==> config.mk <==
export PLATFORM = sky130hd
export DESIGN_NAME = sysid_uptime_slave
export DESIGN_NICKNAME = d
export VERILOG_FILES = /design/src/rtl/sysid_uptime_slave.sv
export SDC_FILE = /design/constraint.sdc
export NUM_CORES = 1
export LEC_CHECK = 0
export CAP_MARGIN = 20
export CORE_ASPECT_RATIO = 2
export CORE_UTILIZATION = 60
export DETAILED_ROUTE_END_ITERATION = 8
export PLACE_DENSITY = 0.89
export SYNTH_ARGS = -nofsm -noshare
export SYNTH_HDL_FRONTEND = slang
export SYNTH_SLANG_ARGS = --single-unit
==> constraint.sdc <==
create_clock -name clock -period 5.6 [get_ports clock]
set_input_delay 0.56 -clock clock [delete_from_list [all_inputs] [get_ports clock]]
set_output_delay 0.56 -clock clock [all_outputs]
set_load 0.03 [all_outputs]
==> src/rtl/sysid_uptime_slave.sv <==
// Avalon-MM system-ID slave: fixed ID/timestamp/caps words, a prescaled uptime
// counter with atomic 64-bit snapshot reads, a sticky wrap flag and two scratch words.
module sysid_uptime_slave #(
  parameter logic [31:0] ID_VALUE     = 32'h678CE866,
  parameter logic [31:0] TIMESTAMP    = 32'd0,
  parameter logic [15:0] VERSION      = 16'h0002,
  parameter int unsigned UPTIME_WIDTH = 64,
  parameter int unsigned PRESCALE     = 1
) (
  input  logic        clock,
  input  logic        reset_n,
  input  logic [2:0]  address,
  input  logic        read,
  input  logic        write,
  input  logic [31:0] writedata,
  input  logic [3:0]  byteenable,
  output logic [31:0] readdata,
  output logic        readdatavalid
);

  localparam int unsigned HIW = UPTIME_WIDTH - 32;
  localparam logic [15:0] PRE_MAX = 16'(PRESCALE - 1);
  localparam logic [7:0]  CAPS_W  = 8'(UPTIME_WIDTH);
  localparam logic [UPTIME_WIDTH-1:0] UP_ONE = {{(UPTIME_WIDTH-1){1'b0}}, 1'b1};

  function automatic logic [31:0] be_merge(input logic [31:0] old_v,
                                           input logic [31:0] new_v,
                                           input logic [3:0]  be);
    logic [31:0] r;
    r = old_v;
    for (int i = 0; i < 4; i++) begin
      if (be[i]) begin
        r[8*i +: 8] = new_v[8*i +: 8];
      end else begin
        r[8*i +: 8] = old_v[8*i +: 8];
      end
    end
    return r;
  endfunction

  logic [UPTIME_WIDTH-1:0] uptime_q, uptime_d;
  logic [15:0] presc_q, presc_d;
  logic        run_q, run_d;
  logic        wrap_q, wrap_d;
  logic [31:0] snap_q, snap_d;
  logic [31:0] preload_q, preload_d;
  logic [31:0] scratch0_q, scratch0_d;
  logic [31:0] scratch1_q, scratch1_d;
  logic [31:0] readdata_q, readdata_d;
  logic        rvalid_q, rvalid_d;

  logic wr_en, tick, ctrl_wr, clr, lo_wr, wrap_evt;

  // Next-state logic: a read in the same cycle as a write suppresses the write.
  always_comb begin
    uptime_d   = uptime_q;
    presc_d    = presc_q;
    run_d      = run_q;
    snap_d     = snap_q;
    preload_d  = preload_q;
    scratch0_d = scratch0_q;
    scratch1_d = scratch1_q;
    readdata_d = readdata_q;
    rvalid_d   = read;

    wr_en    = write & ~read;
    tick     = run_q && (presc_q == PRE_MAX);
    ctrl_wr  = wr_en && (address == 3'd3) && byteenable[0];
    clr      = ctrl_wr && writedata[2];
    lo_wr    = wr_en && (address == 3'd4);
    wrap_evt = tick && (&uptime_q) && !clr && !lo_wr;

    if (ctrl_wr) begin
      run_d = writedata[0];
    end else begin
      run_d = run_q;
    end
    // A wrap on the same edge as a W1C wins, so no wrap event is ever lost.
    wrap_d = (wrap_q & ~(ctrl_wr & writedata[1])) | wrap_evt;

    if (run_q) begin
      presc_d = tick ? 16'd0 : presc_q + 16'd1;
    end else begin
      presc_d = presc_q;
    end

    if (clr) begin
      uptime_d = '0;
      presc_d  = 16'd0;
    end else if (lo_wr) begin
      uptime_d = {preload_q[HIW-1:0], be_merge(uptime_q[31:0], writedata, byteenable)};
      presc_d  = 16'd0;
    end else if (tick) begin
      uptime_d = uptime_q + UP_ONE;
    end else begin
      uptime_d = uptime_q;
    end

    if (wr_en && (address == 3'd5)) begin
      preload_d = be_merge(preload_q, writedata, byteenable);
    end else begin
      preload_d = preload_q;
    end
    if (wr_en && (address == 3'd6)) begin
      scratch0_d = be_merge(scratch0_q, writedata, byteenable);
    end else begin
      scratch0_d = scratch0_q;
    end
    if (wr_en && (address == 3'd7)) begin
      scratch1_d = be_merge(scratch1_q, writedata, byteenable);
    end else begin
      scratch1_d = scratch1_q;
    end

    if (read) begin
      case (address)
        3'd0: readdata_d = ID_VALUE;
        3'd1: readdata_d = TIMESTAMP;
        3'd2: readdata_d = {CAPS_W, 8'd2, VERSION};
        3'd3: readdata_d = {29'd0, 1'b0, wrap_q, run_q};
        3'd4: begin
          readdata_d = uptime_q[31:0];
          snap_d     = 32'(uptime_q[UPTIME_WIDTH-1:32]);
        end
        3'd5: readdata_d = snap_q;
        3'd6: readdata_d = scratch0_q;
        3'd7: readdata_d = scratch1_q;
        default: readdata_d = 32'd0;
      endcase
    end else begin
      readdata_d = readdata_q;
    end
  end

  // State and registered bus outputs.
  always_ff @(posedge clock or negedge reset_n) begin
    if (!reset_n) begin
      uptime_q   <= '0;
      presc_q    <= 16'd0;
      run_q      <= 1'b1;
      wrap_q     <= 1'b0;
      snap_q     <= 32'd0;
      preload_q  <= 32'd0;
      scratch0_q <= 32'd0;
      scratch1_q <= 32'd0;
      readdata_q <= 32'd0;
      rvalid_q   <= 1'b0;
    end else begin
      uptime_q   <= uptime_d;
      presc_q    <= presc_d;
      run_q      <= run_d;
      wrap_q     <= wrap_d;
      snap_q     <= snap_d;
      preload_q  <= preload_d;
      scratch0_q <= scratch0_d;
      scratch1_q <= scratch1_d;
      readdata_q <= readdata_d;
      rvalid_q   <= rvalid_d;
    end
  end

  assign readdata      = readdata_q;
  assign readdatavalid = rvalid_q;

endmodule
==> results.md, run 1 <==
| Metric | Value |
|:---|:---|
| Status | finished clean |
| Final estimated routing congestion in global placement | 0.9773 |
| Worst vdd rail ir drop | 0.0002405 V |
| Sequential cell fraction of total power | 51.9% |
| Arrival time at the worst endpoint | 3.70 ns |
| Final hold violation count | 0 |
| Crit Reg-Reg Startpoint | run_q$_DFFE_PN1N_ |
| Total die area | 0.02096 mm2 |
| Worst-Margin Slew | 1.164 ns |
| Crit-path leading delay family | buffers and inverters |
| Cell with the largest stage delay on the worst path | sky130_fd_sc_hd__clkdlybuf4s50_1 |
| Element type at the critical path end | flop |
| Number of levels the H-tree was split into | 1 |
| Async set-reset flop share out of synthesis | 100.0% |
| Finish-stage setup viols | 0 |
| Register area share after synthesis | 49.82% |
| Share of power burned in combinational logic | 18.1% |
| Maximum number of pins on one net before global-route repair | 196 |
| Wire length per cell | 25.58 um |
| Psw | 1.471 mW |
| Clock share of power | 30.0% |
| Latest clock arrival within the worst-skew pair | 0.57 ns |
| Vias in the first global route | 10730 |
| Max Clk Rate | 0.3049 GHz |
| Flip-flop cell with the highest count after synthesis | sky130_fd_sc_hd__dfrtp_1 |
| Synth Cell Area | 0.01221 mm2 |
| Period minus WS final | 3.280 ns |
| Unrepaired setup endpoints after global routing | false |
| Launching element type of the critical path | input port |
| Mapped Cells | 1140 |
| EDFF count, synth | 0 |
| Number of design-rule violations left by the first detailed-router iteration | 1062 |
| Placeable Area | 0.01991 mm2 |
| Total number of vias | 10290 |
| Io pins | 76 |
| Residual DRC | 0 |
| Final HPWL from detailed placement | 24680 um |
| Die Ht | 203.7 um |
| Number of gates given a new drive strength after cts | 0 |
| Synth cell count leaders | sky130_fd_sc_hd__dfrtp_1, sky130_fd_sc_hd__mux2_2, sky130_fd_sc_hd__nand2_1 |
| Number of pins exceeding their max-slew limit in the final report | 0 |
| Max-cap check violation count | 0 |
| Number of warnings printed during yosys synthesis | 0 |
| Final net count | 1241 |
| Drt total wl | 37630 um |
| Switching share of power | 31.20% |
| Diodes inserted | 0 |
| Per-instance average area after synthesis | 10.71 um2 |
| Clock root buffer master | sky130_fd_sc_hd__clkbuf_16 |
| Die span in x | 102.9 um |
| Number of buffers created by CTS | 21 |
| Share of the synthesized area in the top cell type | 49.61% |
| Internal Pwr Total | 3.243 mW |
| Required arrival time at the worst endpoint | 6.02 ns |
| Clock tree from TritonCTS | done |
| Reg clk slew, reported paths | 0.07 ns |
| Global-route usage over all layers | 37.79% |
| Site Rows | 73 |
| Share of the core filled with cells in the final layout | 69.41% |
| Synth area leader | sky130_fd_sc_hd__dfrtp_1 |
| Post-Route Skew | 0.03844 ns |
| Antenna violations before repair | 0 |
| Buffers and inverters on the worst path | 4 |
| Synth area leaders | sky130_fd_sc_hd__dfrtp_1, sky130_fd_sc_hd__mux2_2, sky130_fd_sc_hd__a21oi_1, sky130_fd_sc_hd__o21ai_0, sky130_fd_sc_hd__nand2_1 |
| Leading cell type by number of instances after synthesis | sky130_fd_sc_hd__dfrtp_1 |
| Iteration count of the initial detailed-routing pass | 8 |
| Setup total negative slack | 0 ns |
| Total number of clock tree sinks | 243 |
| Number of nets produced by synthesis | 1186 |
| Worst setup startpoint | address[0] |
| Relative max-transition margin | 22.39% |
| Antenna-violating nets left | 0 |
| Seq cells post-synth | 243 |
| Hold WC Path Type | in -> async |
| Number of library cell types mapped by synthesis | 65 |
| Biggest cell delay along the critical path | 0.86 ns |
| Cell-by-cell trace of the critical path | clkdlybuf4s50_1, nor3b_4, buf_4, nand2_1, buf_4, nand2_1, buf_12, nor2_1, o21ai_0, o21ai_0 |
| Crit Path Max Fanout | 45 |
| Wire length of the first global-routing pass | 58250 um |
| Input/output buffers | 75 |
| Share of layout cells above drive strength 1 | 20.02% |
| Leftover overflow at the end of global routing | 0 |
| Leakage power summed over all cells | 5.589 nW |
| Total power divided by cell area | 341.1 mW/mm2 |
| Synth-to-Final Area Change | 13.21% |
| Starting density of the core | 61.31% |
| Worst setup path category | in -> reg |
| Period utilization | 58.57% |
| Bufs on Longest Clock Path | 3 |
| Detail-routed via count per cell | 6.995 |
==> layer usage <==
layer | routed length (um) | GRT usage, % | vias to the layer above
met3 | 3054 | 8.842 | 267
li1 | - | - | 4323
met1 | 12330 | 41.34 | 5050
met5 | 0 | 0 | -
met2 | 18510 | 60.69 | 649
met4 | 3730 | 31.69 | 0
==> cells by family after synthesis <==
group,Yosys count,share of synthesized area [%]
simple gates,344,17.25
fa+ha+maj,3,0.3075
mux,133,12.25
flops,243,49.82
buf+inv,98,3.495
xor+xnor,37,2.655
compound gates,282,14.23
==> through the flow <==
stage | power (mW) | hold slack, ns | setup WS, ns | cell area (um2) | cells
after floorplan | 2.906 | 0.2644 | 3.562 | 12210 | 1140
final | 4.714 | 0.4821 | 2.320 | 13820 | 1471
after global placement | 3.233 | 0.4585 | 2.024 | 13160 | 1432
after detailed placement | 3.285 | 0.4637 | 1.862 | 13160 | 1432
after CTS | 4.675 | 0.4687 | 2.404 | 13810 | 1470
after global routing | 4.875 | 0.4930 | 2.146 | 13820 | 1471
==> final timing paths <==
kind | endpoint | cells after the start | slack [ns]
max | presc_q[13]$_DFFE_PN0P_ | 10 | 2.32
min | readdata[3]$_DFFE_PN0P_ | 2 | 0.48
max reg2reg | uptime_q[52]$_DFFE_PN0P_ | 6 | 2.71
min reg2reg | uptime_q[59]$_DFFE_PN0P_ | 2 | 0.49
max in group asynchronous | snap_q[22]$_DFFE_PN0P_ | 3 | 3.65
min in group clock | uptime_q[59]$_DFFE_PN0P_ | 2 | 0.49
==> flip-flops by register name (all words and copies together), names as in the netlist <==
name and flops:
preload_q 32, scratch0_q 32, readdatavalid 1, scratch1_q 32, uptime_q 64, snap_q 32, run_q 1, wrap_q 1
readdata 32, presc_q 16
==> layout by cell type (no fill, tap or decap), drive strengths merged, types with 27 or more instances in the layout <==
cell type	synthesis	final
xnor2	34	34
nor3	35	35
a221oi	27	27
dfrtp	242	242
o21ai	92	92
clkdlybuf4s50	0	73
nand3	36	36
mux2	131	131
nand2	82	82
o22ai	27	27
nor2	69	69
a21oi	75	75
nor4	40	40
inv	36	37
==> power by group through the flow <==
stage	logic (mW)	registers, mW	clock network, mW
3_5_place_dp	0.837	2.45	0
2_1_floorplan	0.525	2.38	0
6_report	0.855	2.45	1.41
3_3_place_gp	0.802	2.43	0
4_1_cts	0.845	2.42	1.41
5_1_grt	0.921	2.47	1.48
==> what timing repair did <==
item,CTS,global route
hold endpoints to repair,48,0
hold buffers,1,0
setup buffers,0,0
==> area by class of cell <==
| type | instances | area (um2) |
|---|---|---|
| fill | 1493 | 6091 |
| clock inverter | 11 | 68.82 |
| sequential | 243 | 6082 |
| tap | 262 | 327.8 |
| clock buffer | 26 | 564.3 |
| inverter | 36 | 135.1 |
| timing repair buffer | 94 | 928.4 |
| multi-input combinational | 799 | 5714 |
==> worst reg2reg max path: stages (launching register included) <==
cell,delay [ns]
sky130_fd_sc_hd__dfstp_2,0.73
sky130_fd_sc_hd__nor4b_2,0.31
sky130_fd_sc_hd__and4_1,0.61
sky130_fd_sc_hd__nand3_4,0.37
sky130_fd_sc_hd__nor4_1,0.47
sky130_fd_sc_hd__xnor2_1,0.20
sky130_fd_sc_hd__o21ai_1,0.08
Power figures use the tool's default switching activity.
==> run 2, diff against run 1 <==
--- a/config.mk
+++ b/config.mk
@@ -7,9 +7,9 @@
 export LEC_CHECK = 0
 export CAP_MARGIN = 20
 export CORE_ASPECT_RATIO = 2
-export CORE_UTILIZATION = 60
+export CORE_UTILIZATION = 54
 export DETAILED_ROUTE_END_ITERATION = 8
-export PLACE_DENSITY = 0.89
+export PLACE_DENSITY = 0.85
 export SYNTH_ARGS = -nofsm -noshare
 export SYNTH_HDL_FRONTEND = slang
 export SYNTH_SLANG_ARGS = --single-unit
==> constraint.sdc (replaced) <==
create_clock -name clock -period 2.8 [get_ports clock]
set_input_delay 0.28 -clock clock [delete_from_list [all_inputs] [get_ports clock]]
set_output_delay 0.28 -clock clock [all_outputs]
set_load 0.03 [all_outputs]
==> results.md, run 2 (synthesis results as in run 1) <==
| Metric | Value | Change |
|:---|:---|:---|
| Status | finished clean |  |
| Final hold violation count | 0 | unchanged |
| Starting density of the core | 55.09% | -6.2 points |
| Number of levels the H-tree was split into | 1 | unchanged |
| Grt met3 use | 3.708% | -5.1 points |
| Commonest non-fill, non-tap cells in the layout | sky130_fd_sc_hd__dfrtp_1, sky130_fd_sc_hd__mux2_2, sky130_fd_sc_hd__nand2_1, sky130_fd_sc_hd__a21oi_1, sky130_fd_sc_hd__o21ai_0 |  |
| Leakage power summed over all cells | 5.887 nW | +5.3% |
| Register containing the most flip-flops in the final layout | uptime_q |  |
| Die Ht | 214.6 um | +5.4% |
| Number of design-rule violations left by the first detailed-router iteration | 860 | -19% |
| Synth-to-Final Area Change | 17.06% |  |
| Antenna violations before repair | 0 | unchanged |
| Setup slack at placement | 0.2938 ns | -1.568 ns |
| Number of gates given a new drive strength after cts | 0 | unchanged |
| Arrival time at the worst endpoint | 3.07 ns | -0.63 ns |
| Share of layout cells above drive strength 1 | 22.95% | +2.9 points |
| Launching element type of the critical path | flop |  |
| Total power divided by cell area | 669.5 mW/mm2 | +96% |
| Element type at the critical path end | flop |  |
| Max Clk Rate | 0.3854 GHz |  |
| Period utilization | 92.67% |  |
| Leftover overflow at the end of global routing | 0 | unchanged |
| Relative max-transition margin | 48.43% | +26 points |
| Total number of clock tree sinks | 243 | unchanged |
| Met1 track demand over resource | 36.50% | -4.8 points |
| Residual DRC | 0 | unchanged |
| Setup total negative slack | 0 ns | unchanged |
| Wire length per cell | 24.71 um | -3.4% |
| Hold buffer count at CTS | 1 | unchanged |
| Diodes inserted | 0 | unchanged |
| Reg clk slew, reported paths | 0.08 ns | about the same |
| Final net count | 1292 | +4.1% |
| Die span in x | 108.3 um | +5.3% |
| Global routing's busiest layer | met2 |  |
| Latest clock arrival within the worst-skew pair | 0.54 ns | -0.03 ns |
| Final setup margin | 0.2053 ns | -2.115 ns |
| Wire length of the first global-routing pass | 59220 um | +1.7% |
| Post-Route Skew | 0.02440 ns | -0.01404 ns |
| Final estimated routing congestion in global placement | 1.025 | +4.9% |
| Final HPWL from detailed placement | 27250 um | +10% |
| Worst setup path category | reg -> reg |  |
| Max-cap check violation count | 0 | unchanged |
| Hold WC Path Type | in -> reg |  |
| Placeable Area | 0.02216 mm2 | +11% |
| Bufs on Longest Clock Path | 3 | unchanged |
| Max FFs per register | 64 | unchanged |
| Unrepaired setup endpoints after global routing | false |  |
| Maximum number of pins on one net before global-route repair | 72 | -63% |
| Site Rows | 77 | +5.5% |
| Post-CTS Repair Setup Buffers | 0 | unchanged |
| Global-route usage over all layers | 33.95% | -3.8 points |
| Antenna-violating nets left | 0 | unchanged |
| Period minus WS final | 2.595 ns |  |
| Input/output buffers | 75 | unchanged |
| Global Route met2 Usage | 59.72% | -0.97 points |
| Required arrival time at the worst endpoint | 3.28 ns | -2.74 ns |
| Drt total wl | 37930 um | +0.78% |
| Total number of vias | 10290 | -0.029% |
| Number of pins exceeding their max-slew limit in the final report | 0 | unchanged |
| Total die area | 0.02325 mm2 | +11% |
| Worst vdd rail ir drop | 0.0004130 V | +72% |
| Iteration count of the initial detailed-routing pass | 5 | -3 |
| Clock tree from TritonCTS | done |  |
| Vias in the first global route | 10690 | -0.36% |
| Io pins | 76 | unchanged |
| Detail-routed via count per cell | 6.701 | -4.2% |
| Most common cell after layout, fill and taps aside | sky130_fd_sc_hd__dfrtp_1 |  |
| Crit Path Max Fanout | 11 | -76% |
| Number of buffers created by CTS | 21 | unchanged |
| Total design power | 9.567 mW | +100% |
| Finish-stage setup viols | 0 | unchanged |
| Clock root buffer master | sky130_fd_sc_hd__clkbuf_16 |  |
| Worst-Margin Slew | 0.7707 ns | -0.3935 ns |
run 2: cell types whose count changed in the layout (fill, tap and decap cells not counted), sizes merged:
cell,before,now
buf,20,71
clkbuf,26,32
clkinv,6,2
clkinvlp,4,0
bufinv,0,1
run 2: power breakdown:
part	switching [mW]	internal, mW
logic	0.913	0.876
registers	0.634	4.22
clock network	1.29	1.64
run 2: worst paths after layout:
kind,from,end,slack (ns),cells after the start
worst max-delay path,presc_q[11]$_DFFE_PN0P_,uptime_q[23]$_DFFE_PN0P_,0.21,7
worst min-delay path,read,uptime_q[37]$_DFFE_PN0P_,0.21,4
worst max register to register,presc_q[11]$_DFFE_PN0P_,uptime_q[23]$_DFFE_PN0P_,0.21,7
worst min register to register,preload_q[10]$_DFFE_PN0P_,uptime_q[42]$_DFFE_PN0P_,0.47,2
max in group asynchronous,reset_n,readdata[10]$_DFFE_PN0P_,1.48,3
min in group asynchronous,reset_n,readdata[3]$_DFFE_PN0P_,0.31,2
run 2: per-stage QoR:
stage / area [um2] / hold WS [ns] / instances / utilization, %
3_5_place_dp: 13610 / 0.2755 / 1498 / 61.40
4_1_cts: 14290 / 0.1944 / 1535 / 64.49
2_1_floorplan: 12210 / -0.01559 / 1140 / -
6_report: 14290 / 0.2065 / 1535 / 64.49
5_1_grt: 14290 / 0.2204 / 1535 / 64.49
3_3_place_gp: 13610 / 0.2754 / 1498 / 61.40
run 2: final cells by class:
class,count,area [um2]
Clock buffer,32,626.9
Clock inverter,4,48.80
Fill cell,1726,7868
Inverter,36,135.1
Multi-Input combinational cell,799,5712
Sequential cell,243,6082
Tap cell,276,345.3
Timing Repair Buffer,145,1341
run 2: worst max-delay path, cell delays in order, from the launching register on:
cell	delay, ns
sky130_fd_sc_hd__dfrtp_1	0.43
sky130_fd_sc_hd__nor4_1	0.47
sky130_fd_sc_hd__and4_1	0.48
sky130_fd_sc_hd__buf_4	0.19
sky130_fd_sc_hd__nand3_4	0.18
sky130_fd_sc_hd__nor4_1	0.62
sky130_fd_sc_hd__a31oi_1	0.08
sky130_fd_sc_hd__nand2_1	0.09
run 2: routing by layer:
metal	vias to the layer above	wire (um)
met5	-	0
met3	193	2151
met1	5129	12430
met2	544	20220
met4	0	3118
li1	4420	-
==> run 3, diff against run 2 <==
--- a/config.mk
+++ b/config.mk
@@ -9,7 +9,9 @@
 export CORE_ASPECT_RATIO = 2
 export CORE_UTILIZATION = 54
 export DETAILED_ROUTE_END_ITERATION = 8
+export MAX_ROUTING_LAYER = met4
 export PLACE_DENSITY = 0.85
+export SETUP_SLACK_MARGIN = 0.15
 export SYNTH_ARGS = -nofsm -noshare
 export SYNTH_HDL_FRONTEND = slang
 export SYNTH_SLANG_ARGS = --single-unit
==> results.md, run 3 (synthesis results as in run 1) <==
| Metric | Value | Change |
|:---|:---|:---|
| Total design power | 9.908 mW | +3.6% |
| Iteration count of the initial detailed-routing pass | 7 | +2 |
| Finish-stage setup viols | 0 | unchanged |
| Bufs on Longest Clock Path | 3 | unchanged |
| Worst vdd rail ir drop | 0.0005042 V | +22% |
| Reg clk slew, reported paths | 0.08 ns | about the same |
| Period utilization | 88.28% | -4.4 points |
| Status | finished clean |  |
| Diodes inserted | 0 | unchanged |
| Share of layout cells above drive strength 1 | 23.13% | +0.18 points |
| Routed wire length on met3 | 2442 um | +14% |
| Final estimated routing congestion in global placement | 1.051 | +2.5% |
| Cell-by-cell trace of the critical path | nand3_1, nor4_4, nand4_2, nor3_1, xnor2_1, o21ai_1 |  |
| Cell with the largest stage delay on the worst path | sky130_fd_sc_hd__dfrtp_1 |  |
| Wire length per cell | 24.94 um | +0.95% |
| Buffers and inverters on the worst path | 0 | -1 |
| Arrival time at the worst endpoint | 2.88 ns | -0.19 ns |
| Post-CTS Repair Setup Buffers | 0 | unchanged |
| Required arrival time at the worst endpoint | 3.21 ns | -0.07 ns |
| Setup total negative slack | 0 ns | unchanged |
| Total power divided by cell area | 688.8 mW/mm2 | +2.9% |
| Unrepaired setup endpoints after global routing | false |  |
| Period minus WS final | 2.472 ns | -0.1230 ns |
| Post-Route Skew | 0.01493 ns | -0.009467 ns |
| Post-place instance area | 0.01362 mm2 | about the same |
| Total die area | 0.02325 mm2 | unchanged |
| Global-route usage over all layers | 35.56% | +1.6 points |
| Detail-routed via count per cell | 6.726 | +0.38% |
| Maximum number of pins on one net before global-route repair | 72 | unchanged |
| Final net count | 1290 | -0.15% |
| Crit Path Max Fanout | 6 | -5 |
| Placeable Area | 0.02216 mm2 | unchanged |
| Leakage power summed over all cells | 5.938 nW | +0.88% |
| Residual DRC | 0 | unchanged |
| Register containing the most flip-flops in the final layout | uptime_q |  |
| Commonest non-fill, non-tap cells in the layout | sky130_fd_sc_hd__dfrtp_1, sky130_fd_sc_hd__mux2_2, sky130_fd_sc_hd__nand2_1, sky130_fd_sc_hd__a21oi_1, sky130_fd_sc_hd__o21ai_0 |  |
| Synth-to-Final Area Change | 17.82% |  |
| Met2 Wirelength | 19860 um | -1.8% |
| Number of design-rule violations left by the first detailed-router iteration | 769 | -11% |
| Vias in the first global route | 10780 | +0.85% |
| Launching element type of the critical path | flop |  |
| Number of pins exceeding their max-slew limit in the final report | 0 | unchanged |
| Storage element area | 0.006082 mm2 | unchanged |
| Number of filler cells placed in the layout | 1746 | +1.2% |
| Setup slack at placement | 0.3305 ns | +0.03669 ns |
| WL met1 | 12480 um | +0.37% |
| Max Clk Rate | 0.4046 GHz | +5.0% |
| Antenna-violating nets left | 0 | unchanged |
| Antenna violations before repair | 1 | +1 |
| Number of levels the H-tree was split into | 1 | unchanged |
| Post-Layout Inst Area | 0.01438 mm2 | +0.65% |
| Crit-path leading delay family | simple AND/OR/NAND/NOR gates |  |
| Final HPWL from detailed placement | 26950 um | -1.1% |
| Worst-Margin Slew | 0.6616 ns | -0.1090 ns |
| Element type at the critical path end | flop |  |
| Total number of vias | 10320 | +0.31% |
| Hold WC Path Type | in -> async |  |
| Final setup margin | 0.3282 ns | +0.1230 ns |
| Drt total wl | 38260 um | +0.89% |
| Site Rows | 77 | unchanged |
| Die Ht | 214.6 um | unchanged |
| Starting density of the core | 55.09% | unchanged |
| Worst setup path category | reg -> reg |  |
| Final hold violation count | 0 | unchanged |
| Most common cell after layout, fill and taps aside | sky130_fd_sc_hd__dfrtp_1 |  |
| Max-cap check violation count | 0 | unchanged |
| Io pins | 76 | unchanged |
| Input/output buffers | 75 | unchanged |
| Number of buffers created by CTS | 21 | unchanged |
| Relative max-transition margin | 55.48% | +7.1 points |
| Clock root buffer master | sky130_fd_sc_hd__clkbuf_16 |  |
| Highest layer used for signal routing | met4 |  |
| Combined area of the multi-input logic cells | 0.005720 mm2 | +0.15% |
| Wire length of the first global-routing pass | 59930 um | +1.2% |
| Clock tree from TritonCTS | done |  |
| Die span in x | 108.3 um | unchanged |
| Max FFs per register | 64 | unchanged |
| Total number of clock tree sinks | 243 | unchanged |
| Biggest cell delay along the critical path | 0.54 ns | -0.08 ns |
| Latest clock arrival within the worst-skew pair | 0.53 ns | about the same |
| Leftover overflow at the end of global routing | 0 | unchanged |
run 3: cell count changes in the layout (fill, tap and decap cells not counted), sizes merged:
cell      before  now
clkinv         2    4
bufinv         1    4
buf           71   69
inv           37   36
clkbuf        32   28
clkinvlp       0    1
run 3: layer usage:
metal  vias up  GRT usage (%)
li1       4414              -
met1      5084          37.77
met2       587          58.39
met3       233          4.681
met4         0          28.02
met5         -              -
run 3: through the flow:
stage          hold WS [ns]  std cells  util [%]
2_1_floorplan      -0.01559       1140         -
3_5_place_dp         0.2455       1496     61.45
6_report             0.2677       1534     64.91
4_1_cts              0.2794       1534     64.87
5_1_grt              0.2886       1534     64.91
3_3_place_gp         0.2479       1496     61.45
run 3: cell type report:
cell class / count / area share (%)
inverter: 36 / 0.9395
clock buffer: 28 / 4.184
sequential: 243 / 42.28
tap: 276 / 2.401
timing repair buffer: 143 / 9.395
clock inverter: 9 / 1.026
multi-input combinational: 799 / 39.77
run 3: worst register-to-register path: stages (launching register included):
cell,delay (ns)
sky130_fd_sc_hd__dfrtp_1,0.54
sky130_fd_sc_hd__nand3_1,0.34
sky130_fd_sc_hd__nor4_4,0.52
sky130_fd_sc_hd__nand4_2,0.32
sky130_fd_sc_hd__nor3_1,0.38
sky130_fd_sc_hd__xnor2_1,0.18
sky130_fd_sc_hd__o21ai_1,0.08
run 3: report_power, final:
group / switching [mW] / internal (mW)
logic: 0.926 / 0.884
registers: 0.646 / 4.21
clock network: 1.36 / 1.88
run 3: final timing paths:
kind                                                start                         end  slack, ns  cells past startpoint
worst max-delay path             uptime_q[17]$_DFFE_PN0P_    uptime_q[53]$_DFFE_PN0P_       0.33                      6
worst min-delay path                              reset_n   scratch0_q[4]$_DFFE_PN0P_       0.27                      2
worst max register to register   uptime_q[17]$_DFFE_PN0P_    uptime_q[53]$_DFFE_PN0P_       0.33                      6
worst min register to register  preload_q[20]$_DFFE_PN0P_    uptime_q[52]$_DFFE_PN0P_       0.49                      2
max in group asynchronous                         reset_n  scratch1_q[10]$_DFFE_PN0P_       1.70                      3
min in group clock                                   read     readdatavalid$_DFF_PN0_       0.28                      2
run 3: timing repair:
item	CTS	global route
endpoints found under the hold margin	55	0
endpoints found under the setup margin	0	2
hold buffers	1	0
gates resized for setup	0	1
